File: config.mk
export PLATFORM = sky130hd
export DESIGN_NAME = pokey_shift_reg_flat
export DESIGN_NICKNAME = d
export VERILOG_FILES = /design/src/rtl/pokey_shift_reg_if.sv /design/src/rtl/pokey_shift_reg.sv /design/src/flat_wrapper.sv
export SDC_FILE = /design/constraint.sdc
export NUM_CORES = 1
export LEC_CHECK = 0
export ABC_AREA = 1
export BUFFER_PORTS_ARGS = -buffer_cell sky130_fd_sc_hd__buf_2
export CAP_MARGIN = 20
export CORE_MARGIN = 3
export CORE_UTILIZATION = 47
export DETAILED_ROUTE_END_ITERATION = 6
export PLACE_DENSITY = 0.85
export REMOVE_ABC_BUFFERS = 1
export SYNTH_ARGS = -nofsm -noshare
export SYNTH_HDL_FRONTEND = slang
export SYNTH_SLANG_ARGS = --single-unit
export TNS_END_PERCENT = 50
File: constraint.sdc
create_clock -name clk -period 1.2 [get_ports clk]
set_input_delay 0.12 -clock clk [delete_from_list [all_inputs] [get_ports clk]]
set_output_delay 0.12 -clock clk [all_outputs]
set_load 0.01 [all_outputs]
File: src/rtl/pokey_shift_reg_if.sv
// Handshake/data bundle for the framed parallel-load / serial-shift register.
// The master drives the requests; the slave returns the register state and frame status.
interface pokey_shift_reg_if #(
    parameter int WIDTH = 8,
    parameter int CNT_W = 6
);
    logic             enp;
    logic             load;
    logic             shift;
    logic [WIDTH-1:0] din;
    logic             sin;
    logic [WIDTH-1:0] q;
    logic             sout;
    logic             busy;
    logic             done;
    logic [CNT_W-1:0] count;

    modport master (
        output enp, load, shift, din, sin,
        input  q, sout, busy, done, count
    );

    modport slave (
        input  enp, load, shift, din, sin,
        output q, sout, busy, done, count
    );
endinterface

File: src/rtl/pokey_shift_reg.sv
// WIDTH-bit parallel-load / serial-shift register gated by a slow clock enable.
// A load opens a frame of WIDTH shifts that ends with a single-cycle done pulse.
module pokey_shift_reg #(
    parameter int WIDTH     = 8,
    parameter bit MSB_FIRST = 1'b0,
    parameter int CNT_W     = 6
) (
    input  logic               clk,
    input  logic               reset,
    pokey_shift_reg_if.slave   bus
);
    localparam logic [CNT_W-1:0] LAST_CNT = CNT_W'(WIDTH - 1);

    logic [WIDTH-1:0] q_q,     q_d;
    logic [CNT_W-1:0] count_q, count_d;
    logic             busy_q,  busy_d;
    logic             done_q,  done_d;
    logic [WIDTH-1:0] shifted_s;

    // Shifted image of the register; direction is fixed at elaboration.
    always_comb begin
        if (MSB_FIRST) begin
            shifted_s = {q_q[WIDTH-2:0], bus.sin};
        end else begin
            shifted_s = {bus.sin, q_q[WIDTH-1:1]};
        end
    end

    // Next-state: load beats shift beats hold; done only ever lives one cycle.
    always_comb begin
        q_d     = q_q;
        count_d = count_q;
        busy_d  = busy_q;
        done_d  = 1'b0;
        if (bus.enp) begin
            if (bus.load) begin
                q_d     = bus.din;
                count_d = {CNT_W{1'b0}};
                busy_d  = 1'b1;
            end else if (bus.shift) begin
                q_d = shifted_s;
                // Outside a frame the register free-runs without counting.
                if (busy_q) begin
                    if (count_q == LAST_CNT) begin
                        count_d = {CNT_W{1'b0}};
                        busy_d  = 1'b0;
                        done_d  = 1'b1;
                    end else begin
                        count_d = count_q + {{(CNT_W-1){1'b0}}, 1'b1};
                    end
                end else begin
                    count_d = count_q;
                end
            end else begin
                q_d = q_q;
            end
        end else begin
            q_d = q_q;
        end
    end

    // State register with asynchronous reset.
    always_ff @(posedge clk or posedge reset) begin
        if (reset) begin
            q_q     <= {WIDTH{1'b0}};
            count_q <= {CNT_W{1'b0}};
            busy_q  <= 1'b0;
            done_q  <= 1'b0;
        end else begin
            q_q     <= q_d;
            count_q <= count_d;
            busy_q  <= busy_d;
            done_q  <= done_d;
        end
    end

    assign bus.q     = q_q;
    assign bus.count = count_q;
    assign bus.busy  = busy_q;
    assign bus.done  = done_q;
    assign bus.sout  = MSB_FIRST ? q_q[WIDTH-1] : q_q[0];
endmodule

File: src/flat_wrapper.sv
// flat-port wrapper written by rule: the top's interface ports become plain ports
module pokey_shift_reg_flat 
#(
    parameter int WIDTH     = 8,
    parameter bit MSB_FIRST = 1'b0,
    parameter int CNT_W     = 6
)
  (clk, reset, bus_enp, bus_load, bus_shift, bus_din, bus_sin, bus_q, bus_sout, bus_busy, bus_done, bus_count);
  pokey_shift_reg_if #(.WIDTH(WIDTH), .CNT_W(CNT_W)) bus_i ();
  input  logic clk;
  input  logic reset;
  input wire logic [$bits(bus_i.enp)-1:0] bus_enp;
  input wire logic [$bits(bus_i.load)-1:0] bus_load;
  input wire logic [$bits(bus_i.shift)-1:0] bus_shift;
  input wire logic [$bits(bus_i.din)-1:0] bus_din;
  input wire logic [$bits(bus_i.sin)-1:0] bus_sin;
  output wire logic [$bits(bus_i.q)-1:0] bus_q;
  output wire logic [$bits(bus_i.sout)-1:0] bus_sout;
  output wire logic [$bits(bus_i.busy)-1:0] bus_busy;
  output wire logic [$bits(bus_i.done)-1:0] bus_done;
  output wire logic [$bits(bus_i.count)-1:0] bus_count;
  assign bus_i.enp = bus_enp;
  assign bus_i.load = bus_load;
  assign bus_i.shift = bus_shift;
  assign bus_i.din = bus_din;
  assign bus_i.sin = bus_sin;
  assign bus_q = bus_i.q;
  assign bus_sout = bus_i.sout;
  assign bus_busy = bus_i.busy;
  assign bus_done = bus_i.done;
  assign bus_count = bus_i.count;
  pokey_shift_reg #(.WIDTH(WIDTH), .MSB_FIRST(MSB_FIRST), .CNT_W(CNT_W)) u_core (.clk(clk), .reset(reset), .bus(bus_i));
endmodule
==> key figures <==
Clock tree
  • Num Clock Sinks: 16
  • CTS buffer count: 3
  • Reg clk slew, reported paths: 0.10 ns
  • CTS tree: built
  • CTS max path bufs: 2
  • Clock root buffer master: clkbuf_4
  • Clock Latency Late Sink: 0.31 ns
  • CTS H-tree lvls: 1

Timing
  • Period Utilization, post-route: 100%
  • Post-route setup slack: -0.000168 ns
  • Hold Slack: 0.0391 ns
  • Max_slew headroom: 60.1%
  • Setup violations, final: 1
  • Crit path time final: 1.20 ns
  • Setup Skew: 0.00657 ns
  • RSZ-0062 raised after global routing: yes
  • Hold Vio Cnt, Final: 0
  • Max Slew Vio Count: 0
  • Fmax: 833 MHz
  • Worst slew pin tran: 0.598 ns

Finish
  • Area delta synth->final: 30.1%
  • Final Util: 67.5%
  • Share of cells above drive strength 1: 37.4%
  • # diodes: 0
  • Fin nets: 155
  • Final instance area: 1060 sq um

Global route
  • Total grt overflow: 0
  • First-pass GRT wire length: 2980 um
  • Pin count of the biggest net entering global routing: 18
  • GRT Total Usage: 18.9%
  • Initial antenna violation count: 0
  • Vias in the first global route: 732

Pwr
  • Leak: 0.000578 uW
  • Tot Pwr: 1380 uW
  • PwrDens: 1300 nW/um^2
  • Max VDD drop: 0.703 mV

Setup path
  • Worst-path fanout max: 3
  • Worst path slowest cell: dfrtp_1
  • CP Launch Point: u_core.bus.count[0]
  • Reg2Reg Launch Point: u_core.bus.count[0]
  • Reg-to-reg setup timing slack: -0.0002 ns
  • Critical path data arrival time: 1.39 ns
  • Worst setup EP type: flip-flop
  • Critical Path Max Stage Delay: 0.37 ns
  • Cell Chain, Critical Path: ha_2, nand2_4, nor2_4, nand2_2, nand4_1, o21ai_0
  • CP Class: reg2reg
  • Worst Path Required: 1.39 ns
  • Critical R2R Capture: u_core.bus.count[0]
  • Reg2reg path depth: 6
  • Setup crit start kind: flip-flop

Die
  • Std-Cell Rows: 14
  • Die area: 2280 sq um
  • Core area: 1580 sq um
  • Die Y: 47.7 um
  • Initial Utilization: 51.9%
  • Die width: 47.7 um
  • I/O pin count: 31

Route
  • Vias: 830
  • Final ANT Viol Nets: 0
  • Drt via density: 5.35
  • DRT Wirelength: 2060 um
  • WL/cell: 13.3 um
  • DR iter-0 viols: 18
  • Total iterations of the first detailed-routing run: 4
  • Drt drc: 0

Logic synthesis
  • Distinct cells, synth: 17
  • Mapped Cells: 103
  • Top cell type by total area after synthesis: dfrtp_1
  • Ys Warns: 0
  • Commonest cells post-synth: nand2_1, dfrtp_1, nor2_1
  • Number of synthesized register bits: 16
  • Register area share after synthesis: 48.9%
  • Top-count cell post-synth: nand2_1
  • Synthesized area: 818 sq um
  • Synth async-reset ratio: 100%
  • Top-area cell type share of the netlist area: 48.9%
  • Synth area leaders: dfrtp_1, nand2_1, nor2_1, a31oi_1, inv_1
  • Top_reg_cell synth: dfrtp_1
  • Syn_area_per_cell: 7.94 sq um
  • Post-synth EDFFs: 0

Placed design
  • Placement Cell Area: 966 sq um
  • RD Place Congestion: 0.815
  • I/O Buffers: 30
  • Pre-CTS WS: 0.000929 ns
  • DPL Wire Length: 1340 um

Outcome
  • Status: finished with violations
  • Failing checks: setup timing

Hold path
  • Hold_sp: bus_load
  • Hold Crit Endpoint: u_core.bus.done
  • Worst min-delay path class: in2reg
  • Hold depth: 2

Flow run
  • Max Cap Viol: 0
-- final cells by class --
cell class | count | area, sq um
timing repair buffer | 36 | 198
multi-input combinational | 75 | 380
sequential | 16 | 400
inverter | 8 | 30.0
fill | 127 | 512
tap | 16 | 20.0
clock buffer | 4 | 36.3
-- worst max path at each step --
stage                                to  slack, ns  cells after the start
floorplan           u_core.bus.count[5]       0.03                      8
global placement    u_core.bus.count[4]       0.07                      6
detailed placement  u_core.bus.count[3]     0.0009                      8
CTS                 u_core.bus.count[3]       0.01                      8
global route        u_core.bus.count[5]      -0.05                      7
finish              u_core.bus.count[0]    -0.0002                      6
-- worst max-delay path: cells and delay by family (launching register included) --
kind                     cells  cell delay, ns
AND/OR/NAND/NOR              4            0.37
flip-flops                   1            0.37
adder cells (fa/ha/maj)      1            0.22
AO/OA/AOI/OAI                1            0.11
-- logic make-up (layout without fill, tap and decap cells) --
| family | count (synthesis) | count (layout) | synth area share [%] |
|---|---|---|---|
| flops | 16 | 16 | 48.9 |
| simple gates | 63 | 63 | 33.3 |
| fa+ha+maj | 1 | 1 | 1.53 |
| compound gates | 11 | 11 | 7.95 |
| buf+inv | 12 | 48 | 8.26 |
-- per-stage QoR --
stage	TNS, ns	instances
floorplan	0	99
global placement	0	147
detailed placement	0	147
CTS	0	153
global route	-0.133	155
finish	-0.000168	155
-- timing repair --
action,CTS,global route
hold endpoints to repair,16,0
endpoints found under the setup margin,2,6
gates resized for setup,0,9
buffers inserted,1,2
pin swaps,0,2
hold buffers,1,0
-- sequential cells by signal, summed over array words and instances (netlist names) --
| register | cells |
|---|---|
| u_core.bus.busy | 1 |
| u_core.bus.count | 6 |
| u_core.bus.done | 1 |
| u_core.bus.q | 8 |
-- report_power, final --
| group | leakage, uW | switching (uW) | total [uW] | internal (uW) |
|---|---|---|---|---|
| Sequential | 0.000194 | 51.5 | 656 | 604 |
| Combinational | 0.000363 | 195 | 344 | 149 |
| Clock | 0.0000210 | 196 | 382 | 186 |
-- layer usage --
| metal | routed length (um) | vias to the layer above | GRT usage (%) |
|---|---|---|---|
| met1 | 839 | 382 | 21.4 |
| met3 | 137 | 6 | 4.89 |
| met5 | 0 | - | 0 |
| li1 | - | 404 | - |
| met4 | 43 | 0 | 8.06 |
| met2 | 1040 | 38 | 33.0 |
-- cells in the final DEF, fill, tap and decap left out --
cell | netlist | final
a21oi_1 | 2 | 2
a31oi_1 | 8 | 8
buf_2 | 0 | 30
buf_4 | 3 | 5
clkbuf_4 | 0 | 3
clkbuf_8 | 0 | 1
dfrtp_1 | 16 | 16
dlygate4sd3_1 | 0 | 1
ha_2 | 0 | 1
inv_1 | 7 | 7
inv_2 | 1 | 1
nand2_1 | 34 | 30
nand2_2 | 2 | 5
nand2_4 | 1 | 2
nand3_1 | 5 | 5
nand3_2 | 2 | 2
nand4_1 | 1 | 1
nor2_1 | 16 | 15
nor2_4 | 0 | 1
nor3_1 | 2 | 1
nor3_2 | 0 | 1
o21ai_0 | 1 | 1
(Power assumes the default switching activity.)
